## src/rtl/axis_test_ram_writer.sv

```systemverilog
// Captures one framed AXI-stream burst into an internal RAM and exposes a
// fully pipelined readback port with configurable latency.
module axis_test_ram_writer #(
    parameter int DEPTH        = 33,
    parameter int WIDTH        = 32,
    parameter int READ_LATENCY = 2
) (
    input  logic                       clk,
    input  logic                       rst,
    input  logic                       start,
    input  logic [WIDTH-1:0]           us_data,
    input  logic                       us_valid,
    input  logic                       us_last,
    output logic                       us_next_data,
    output logic                       busy,
    output logic                       done,
    output logic                       err_last_early,
    output logic                       err_last_missing,
    output logic [$clog2(DEPTH+1)-1:0] word_count,
    input  logic                       rd_en,
    input  logic [$clog2(DEPTH)-1:0]   rd_addr,
    output logic [WIDTH-1:0]           rd_data,
    output logic                       rd_valid
);

    localparam int AW = $clog2(DEPTH);
    localparam int CW = $clog2(DEPTH+1);
    localparam logic [CW-1:0] LAST_IDX  = CW'(DEPTH-1);
    localparam logic [AW:0]   DEPTH_EXT = (AW+1)'(DEPTH);

    typedef enum logic [1:0] {
        IDLE,
        RECEIVE,
        DONE
    } state_t;

    state_t                 r_state;
    state_t                 w_stateNext;
    logic                   w_xfer;
    logic                   w_arm;
    logic                   w_finalWord;
    logic [CW-1:0]          r_wordCount;
    logic                   r_errEarly;
    logic                   r_errMissing;
    logic [WIDTH-1:0]       r_mem [DEPTH];
    logic [WIDTH-1:0]       r_pipeData [READ_LATENCY];
    logic [READ_LATENCY-1:0] r_pipeVld;

    always_ff @(posedge clk or posedge rst) begin
        if (rst) begin
            r_state <= IDLE;
        end else begin
            r_state <= w_stateNext;
        end
    end

    // Ready is a pure function of state, so the frame stops the cycle after its final transfer.
    always_comb begin
        w_stateNext  = r_state;
        us_next_data = 1'b0;
        busy         = 1'b0;
        done         = 1'b0;
        w_xfer       = 1'b0;
        w_arm        = 1'b0;
        w_finalWord  = (r_wordCount == LAST_IDX);
        case (r_state)
            IDLE: begin
                if (start) begin
                    w_arm       = 1'b1;
                    w_stateNext = RECEIVE;
                end
            end
            RECEIVE: begin
                us_next_data = 1'b1;
                busy         = 1'b1;
                w_xfer       = us_valid;
                if (us_valid && (w_finalWord || us_last)) begin
                    w_stateNext = DONE;
                end
            end
            DONE: begin
                done = 1'b1;
                if (start) begin
                    w_arm       = 1'b1;
                    w_stateNext = RECEIVE;
                end
            end
            default: begin
                w_stateNext = IDLE;
            end
        endcase
    end

    always_ff @(posedge clk or posedge rst) begin
        if (rst) begin
            r_wordCount  <= '0;
            r_errEarly   <= 1'b0;
            r_errMissing <= 1'b0;
        end else if (w_arm) begin
            r_wordCount  <= '0;
            r_errEarly   <= 1'b0;
            r_errMissing <= 1'b0;
        end else if (w_xfer) begin
            r_wordCount <= r_wordCount + 1'b1;
            if (w_finalWord) begin
                r_errMissing <= !us_last;
            end else if (us_last) begin
                r_errEarly <= 1'b1;
            end
        end
    end

    // The RAM deliberately has no reset so an abandoned frame leaves its words in place.
    always_ff @(posedge clk) begin
        if (w_xfer) begin
            r_mem[r_wordCount[AW-1:0]] <= us_data;
        end
    end

    // Stage 0 samples the RAM on the request edge; each further stage adds one cycle.
    // Data stages only load behind a valid, so rd_data holds between reads.
    always_ff @(posedge clk or posedge rst) begin
        if (rst) begin
            r_pipeVld <= '0;
            for (int k = 0; k < READ_LATENCY; k++) begin
                r_pipeData[k] <= '0;
            end
        end else begin
            r_pipeVld[0] <= rd_en;
            if (rd_en) begin
                r_pipeData[0] <= ({1'b0, rd_addr} < DEPTH_EXT) ? r_mem[rd_addr] : '0;
            end
            for (int k = 1; k < READ_LATENCY; k++) begin
                r_pipeVld[k] <= r_pipeVld[k-1];
                if (r_pipeVld[k-1]) begin
                    r_pipeData[k] <= r_pipeData[k-1];
                end
            end
        end
    end

    assign word_count       = r_wordCount;
    assign err_last_early   = r_errEarly;
    assign err_last_missing = r_errMissing;
    assign rd_valid         = r_pipeVld[READ_LATENCY-1];
    assign rd_data          = r_pipeData[READ_LATENCY-1];

endmodule

```

## config.mk

```make
export PLATFORM = sky130hd
export DESIGN_NAME = axis_test_ram_writer
export DESIGN_NICKNAME = d
export VERILOG_FILES = /design/src/rtl/axis_test_ram_writer.sv
export SDC_FILE = /design/constraint.sdc
export NUM_CORES = 1
export LEC_CHECK = 0
export BUFFER_PORTS_ARGS = -buffer_cell sky130_fd_sc_hd__buf_4
export CAP_MARGIN = 0
export CELL_PAD_IN_SITES_DETAIL_PLACEMENT = 1
export CELL_PAD_IN_SITES_GLOBAL_PLACEMENT = 1
export CORE_MARGIN = 2
export CORE_UTILIZATION = 55
export CTS_CLUSTER_SIZE = 14
export DETAILED_ROUTE_END_ITERATION = 8
export PLACE_DENSITY_LB_ADDON = 0.1
export SYNTH_ARGS = -nofsm -noshare
export SYNTH_HDL_FRONTEND = slang
export SYNTH_SLANG_ARGS = --single-unit
```

## constraint.sdc

```tcl
create_clock -name clk -period 14.68 [get_ports clk]
set_input_delay 2.936 -clock clk [delete_from_list [all_inputs] [get_ports clk]]
set_output_delay 2.936 -clock clk [all_outputs]
set_load 0.02 [all_outputs]
```

Word level (Yosys, flattened, before mapping). Memory sizes are Yosys's and may differ from the RTL's. Cells that the tools add are included.

$add $sub $neg: 1. Order comparisons: 1. Equal/unequal tests: 6. Multiplexer cells: 20. Reduce and logical (&&, ||, !) cells: 11.

Operators with widths (number): 32-bit 2-to-1 mux (1); 1-bit 2-to-1 mux (14); 6-bit 2-to-1 mux (2); 6-bit by 1-bit adder with 6-bit output (second input constant) (1); 6-bit == test (second input constant) (1); 6-bit less-than comparator (second input constant) (1); 2-bit nonzero test (3); 2-bit 2-to-1 mux (2); 2-bit != test (second input constant) (2); 2-bit one-hot mux with 2 select lines (1); 2-bit AND reduction (2); 3-bit AND reduction (1); 2-bit by 1-bit == test with 1-bit output (second input constant) (1); 2-bit == test (second input constant) (1); 2-bit logical NOT (1); 2-bit by 1-bit != test with 1-bit output (second input constant) (1); 2-bit OR reduction (1); 1-bit logical AND (1); 1-bit logical NOT (1); 1-bit logical OR (1).

Register bits after elaboration: 76. RAM bits: 1056. Input bits: 44. Output and inout port bits: 44. Word-level logic and storage cells: 47. Memories kept: 1.

Memories: r_mem (depth 33, width 32, read ports 1, clocked after Yosys merged registers in 0, write ports 1, RTL line 45) `logic [WIDTH-1:0] r_mem [DEPTH];`.

Depth between registers and ports, before layout.
Word-level depth: 5. Gate-level depth with buffers: 9. Depth with buffers taken out: 6.

Least setup slack after synthesis. OpenSTA, ideal clock, no wires.

Path kind: input to register. Start: input us_valid. End: memory r_mem[15][0], enable pin. Setup time: 513 ps. Data arrival time: 6893 ps. Slack: 7274 ps. Stages: 4. Path through: and2_1 > clkbuf_1 > nand2_1 > nor4b_1.

Longest elaborated chain between the ends: 3.

Ends and longest elaborated chain: start, declared (RTL line 12) `input logic us_valid,`; 1-bit 2-to-1 mux (RTL line 66) `case (r_state)`; 1-bit 2-to-1 mux (RTL line 115) `if (w_xfer) begin`; 1-bit 2-to-1 mux (not written as such) (RTL line 116) `r_mem[r_wordCount[AW-1:0]] <= us_data;`; end, declared (RTL line 45).

No other way between the ends.

Final worst setup path.
Start: input rd_addr[0]. End: register r_pipeData[55] (netlist bit).

Longest elaborated chain between the ends: 2. Elaborated cells on any way between the ends: 3. Those cells by class: 1 x order compare; 1 x mux; 1 x memory.

Ends and longest elaborated chain: start, declared (RTL line 21) `input logic [$clog2(DEPTH)-1:0] rd_addr,`; memory read 33 x 32 bit / 6-bit less-than comparator (equally long branches); 32-bit 2-to-1 mux * (RTL line 131) `r_pipeData[0] <= ({1'b0, rd_addr} < DEPTH_EXT) ? r_mem[rd_addr] : '0;`; end signal, assigned by index (RTL line 136) `r_pipeData[k] <= r_pipeData[k-1];`; end, declared (RTL line 46) `logic [WIDTH-1:0] r_pipeData [READ_LATENCY];`.

Every way passes the cells marked *; elsewhere a longest branch is shown, timed or not. A chain may end at the register's enable or synchronous reset.

==> results.sh <==
export IMPL_cp_start_kind="input port"
export IMPL_yosysMostFrequentCell="edfxtp_1"
export IMPL_hold_path_class="flip-flop to flip-flop"
export IMPL_portBuffers=87
export IMPL_n_antenna_cell=0
export IMPL_status="complete, no violations"
export IMPL_initial_core_util=0.5546
export IMPL_power_per_cell_area_nw_per_um2=142.7
export IMPL_worstPathRequired_ps=15230
export IMPL_synth_top_cells_by_area="edfxtp_1, mux4_2, mux2i_1, dfrtp_1, mux2_2"
export IMPL_setup_violations=0
export IMPL_yosysTopAreaCell="edfxtp_1"
export IMPL_critPathCaptureType="flip-flop"
export IMPL_finClkSkew_ps=21.38
export IMPL_seq_area_frac_synth=0.7697
export IMPL_hold_viol_final=0
export IMPL_worstMarginPinSlew_ps=1180
export IMPL_worst_setup_path_type="input port to flip-flop"
export IMPL_ys_async_sr_fraction=0.06714
export IMPL_clk_pin_slew_worst_paths_ps=60
export IMPL_min_period_ps=6544
export IMPL_fmax_mhz=152.8
export IMPL_areaGrowthSynthToFinish_pct=12.83
export IMPL_ir_worst_vdd_v=0.0001375
export IMPL_p_clk_frac=0.417
export IMPL_cp_max_fo=105
export IMPL_tritoncts="built"
export IMPL_synth_cells=2211
export IMPL_leakage_nw=16.52
export IMPL_rsz0062_at_grt="no"
export IMPL_switchingPower_mw=1.543
export IMPL_drv_slew=0
export IMPL_final_setup_tns_ps=0
export IMPL_viasPerCell=6.601
export IMPL_synthDistinctLibCells=42
export IMPL_post_route_period_util=0.4457
export IMPL_place_gp_congestion=0.7488
export IMPL_ys_top_cells_by_count="edfxtp_1, mux2i_1, mux4_2"
export IMPL_pwr_share_comb=0.065
export IMPL_yosysTopAreaCellShare=0.7261
export IMPL_internal_power_mw=5.487
export IMPL_seqPwrFrac=0.518
export IMPL_fillers=6542
export IMPL_route_detailed_drc=0
export IMPL_fin_cells=3453
export IMPL_ant_nets=0
export IMPL_fin_ws_ps=8137
export IMPL_drt_pass1_iter_count=5
export IMPL_gr_total_overflow=0
export IMPL_clock_latency_ps=680
export IMPL_initialDrtViolationCount=2755
export IMPL_synth_edff_count=1056
export IMPL_fin_nets=2348
export IMPL_dp_cells=3236
export IMPL_finish_utilization=0.6257
export IMPL_grt_antenna_before_repair=1
export IMPL_clockBufferDepth=3
export IMPL_clockRootBuffer="clkbuf_16"
export IMPL_core_area_um2=78740
export IMPL_die_area_um2=81670
export IMPL_synth_area_per_cell_um2=19.75
export IMPL_slew_headroom=0.2131
export IMPL_wl_mm=121.4
export IMPL_switching_share=0.2195
export IMPL_hold_depth=1
export IMPL_cts_buffers=114
export IMPL_ctsResizeCount=0
export IMPL_avgRoutedWirePerCell_um=35.17
export IMPL_cts_sinks=1132
export IMPL_yosys_most_used_dff="edfxtp_1"
export IMPL_grt_pass1_wl_mm=173.8
export IMPL_vias=22790
export IMPL_synth_seq_cells=1132
export IMPL_syn_cell_area_um2=43670
export IMPL_crit_arrival_ps=7090
export IMPL_post_route_cells_drive_above_1_share=0.2276
export IMPL_hpwl_mm=60.51
export IMPL_cap_violations=0
export IMPL_die_x_um=285.8
export IMPL_track_usage=0.3017
export IMPL_rr_worst_depth=5
export IMPL_io_pins=88
export IMPL_grt_start_max_net_pins=106
export IMPL_fp_dieH_um=285.8
export IMPL_cts_max_level=3
export IMPL_synth_nets=2257
export IMPL_grt_pass1_vias=24080
export IMPL_cts_setup_buffers=0
export IMPL_pre_cts_ws_ps=7436
export IMPL_row_count=103
export IMPL_yosysWarningCount=0
export IMPL_ctsHoldBuffers=0
==> stage by stage <==
step	hold slack, ps	area (um2)	power [mW]
2_1_floorplan	351.9	43670	3.963
3_3_place_gp	480.6	45490	4.145
3_5_place_dp	489.7	45490	4.164
4_1_cts	502.9	49270	7.063
5_1_grt	520.7	49270	7.211
6_report	501.4	49270	7.029
==> cell usage in the layout (no fill, tap or decap), drive strengths merged, types with 34 or more instances in the layout <==
cell type | synthesis | layout
nand4 | 34 | 34
buf | 91 | 145
clkbuf | 79 | 167
edfxtp | 1056 | 1056
a211oi | 54 | 54
nand2 | 81 | 81
mux2 | 64 | 64
dfrtp | 76 | 76
nor2b | 37 | 37
clkinv | 0 | 38
nor2 | 39 | 39
mux4 | 128 | 128
mux2i | 257 | 257
==> state kept, by name (all words and copies together), names as in the netlist <==
name	flops
rd_data	32
r_mem	1056
word_count	6
r_state	2
r_pipeData	32
r_pipeVld	2
err_last_missing	1
err_last_early	1
==> metal layers <==
metal  vias up  wire length [um]  GRT usage  share of wire
li1       9244                 -          -              -
met1     12290             49750     0.4276           0.41
met2      1054             60230     0.5001           0.50
met3       208              8643    0.04075          0.071
met4         0              2811    0.08076          0.023
met5         -                 0          0              0
==> kinds of logic (layout without fill, tap and decap cells) <==
family / count (synthesis) / count (layout) / synth area share
and+or+nand+nor: 217 / 217 / 0.02487
adders and majority gates: 2 / 2 / 0.0005729
AOI/OAI and AO/OA: 230 / 230 / 0.04146
buffers and inverters: 176 / 368 / 0.02097
muxes: 449 / 449 / 0.1414
xor gates and xnor gates: 5 / 5 / 0.001003
DFF: 1132 / 1132 / 0.7697
==> power by group through the flow <==
stage	Sequential, mW	Clock, mW	Combinational (mW)
floorplan	3.69	0	0.269
global placement	3.70	0	0.441
detailed placement	3.71	0	0.455
CTS	3.64	2.96	0.458
global route	3.65	3.08	0.481
finish	3.64	2.93	0.456
==> final cells by class <==
class                           count  area (um2)  share of cell area
Clock inverter                     50       511.7             0.01039
Timing Repair Buffer              145        1116             0.02265
Sequential cell                  1132       33610              0.6822
Clock buffer                      167        3268             0.06633
Inverter                            6       23.77           0.0004825
Tap cell                         1050        1314             0.02666
Multi-Input combinational cell    903        9425              0.1913
==> worst paths after layout <==
kind | start | end | slack (ps)
worst max register to register | r_state[1] | r_mem[30][4] | 10950
worst min register to register | r_mem[32][26] | r_pipeData[58] | 500
worst max-delay path | rd_addr[0] | r_pipeData[55] | 8140
min in group asynchronous | rst | rd_data[20] | 2210
worst min-delay path | r_mem[32][26] | r_pipeData[58] | 500
max in group asynchronous | rst | rd_data[12] | 10950
==> critical path: stages <==
cell,delay (ps)
buf_8,590
buf_12,620
buf_4,860
mux4_2,590
mux2_2,270
a221oi_1,340
a211oi_1,100
a311o_1,370
(Power assumes the default switching activity.)
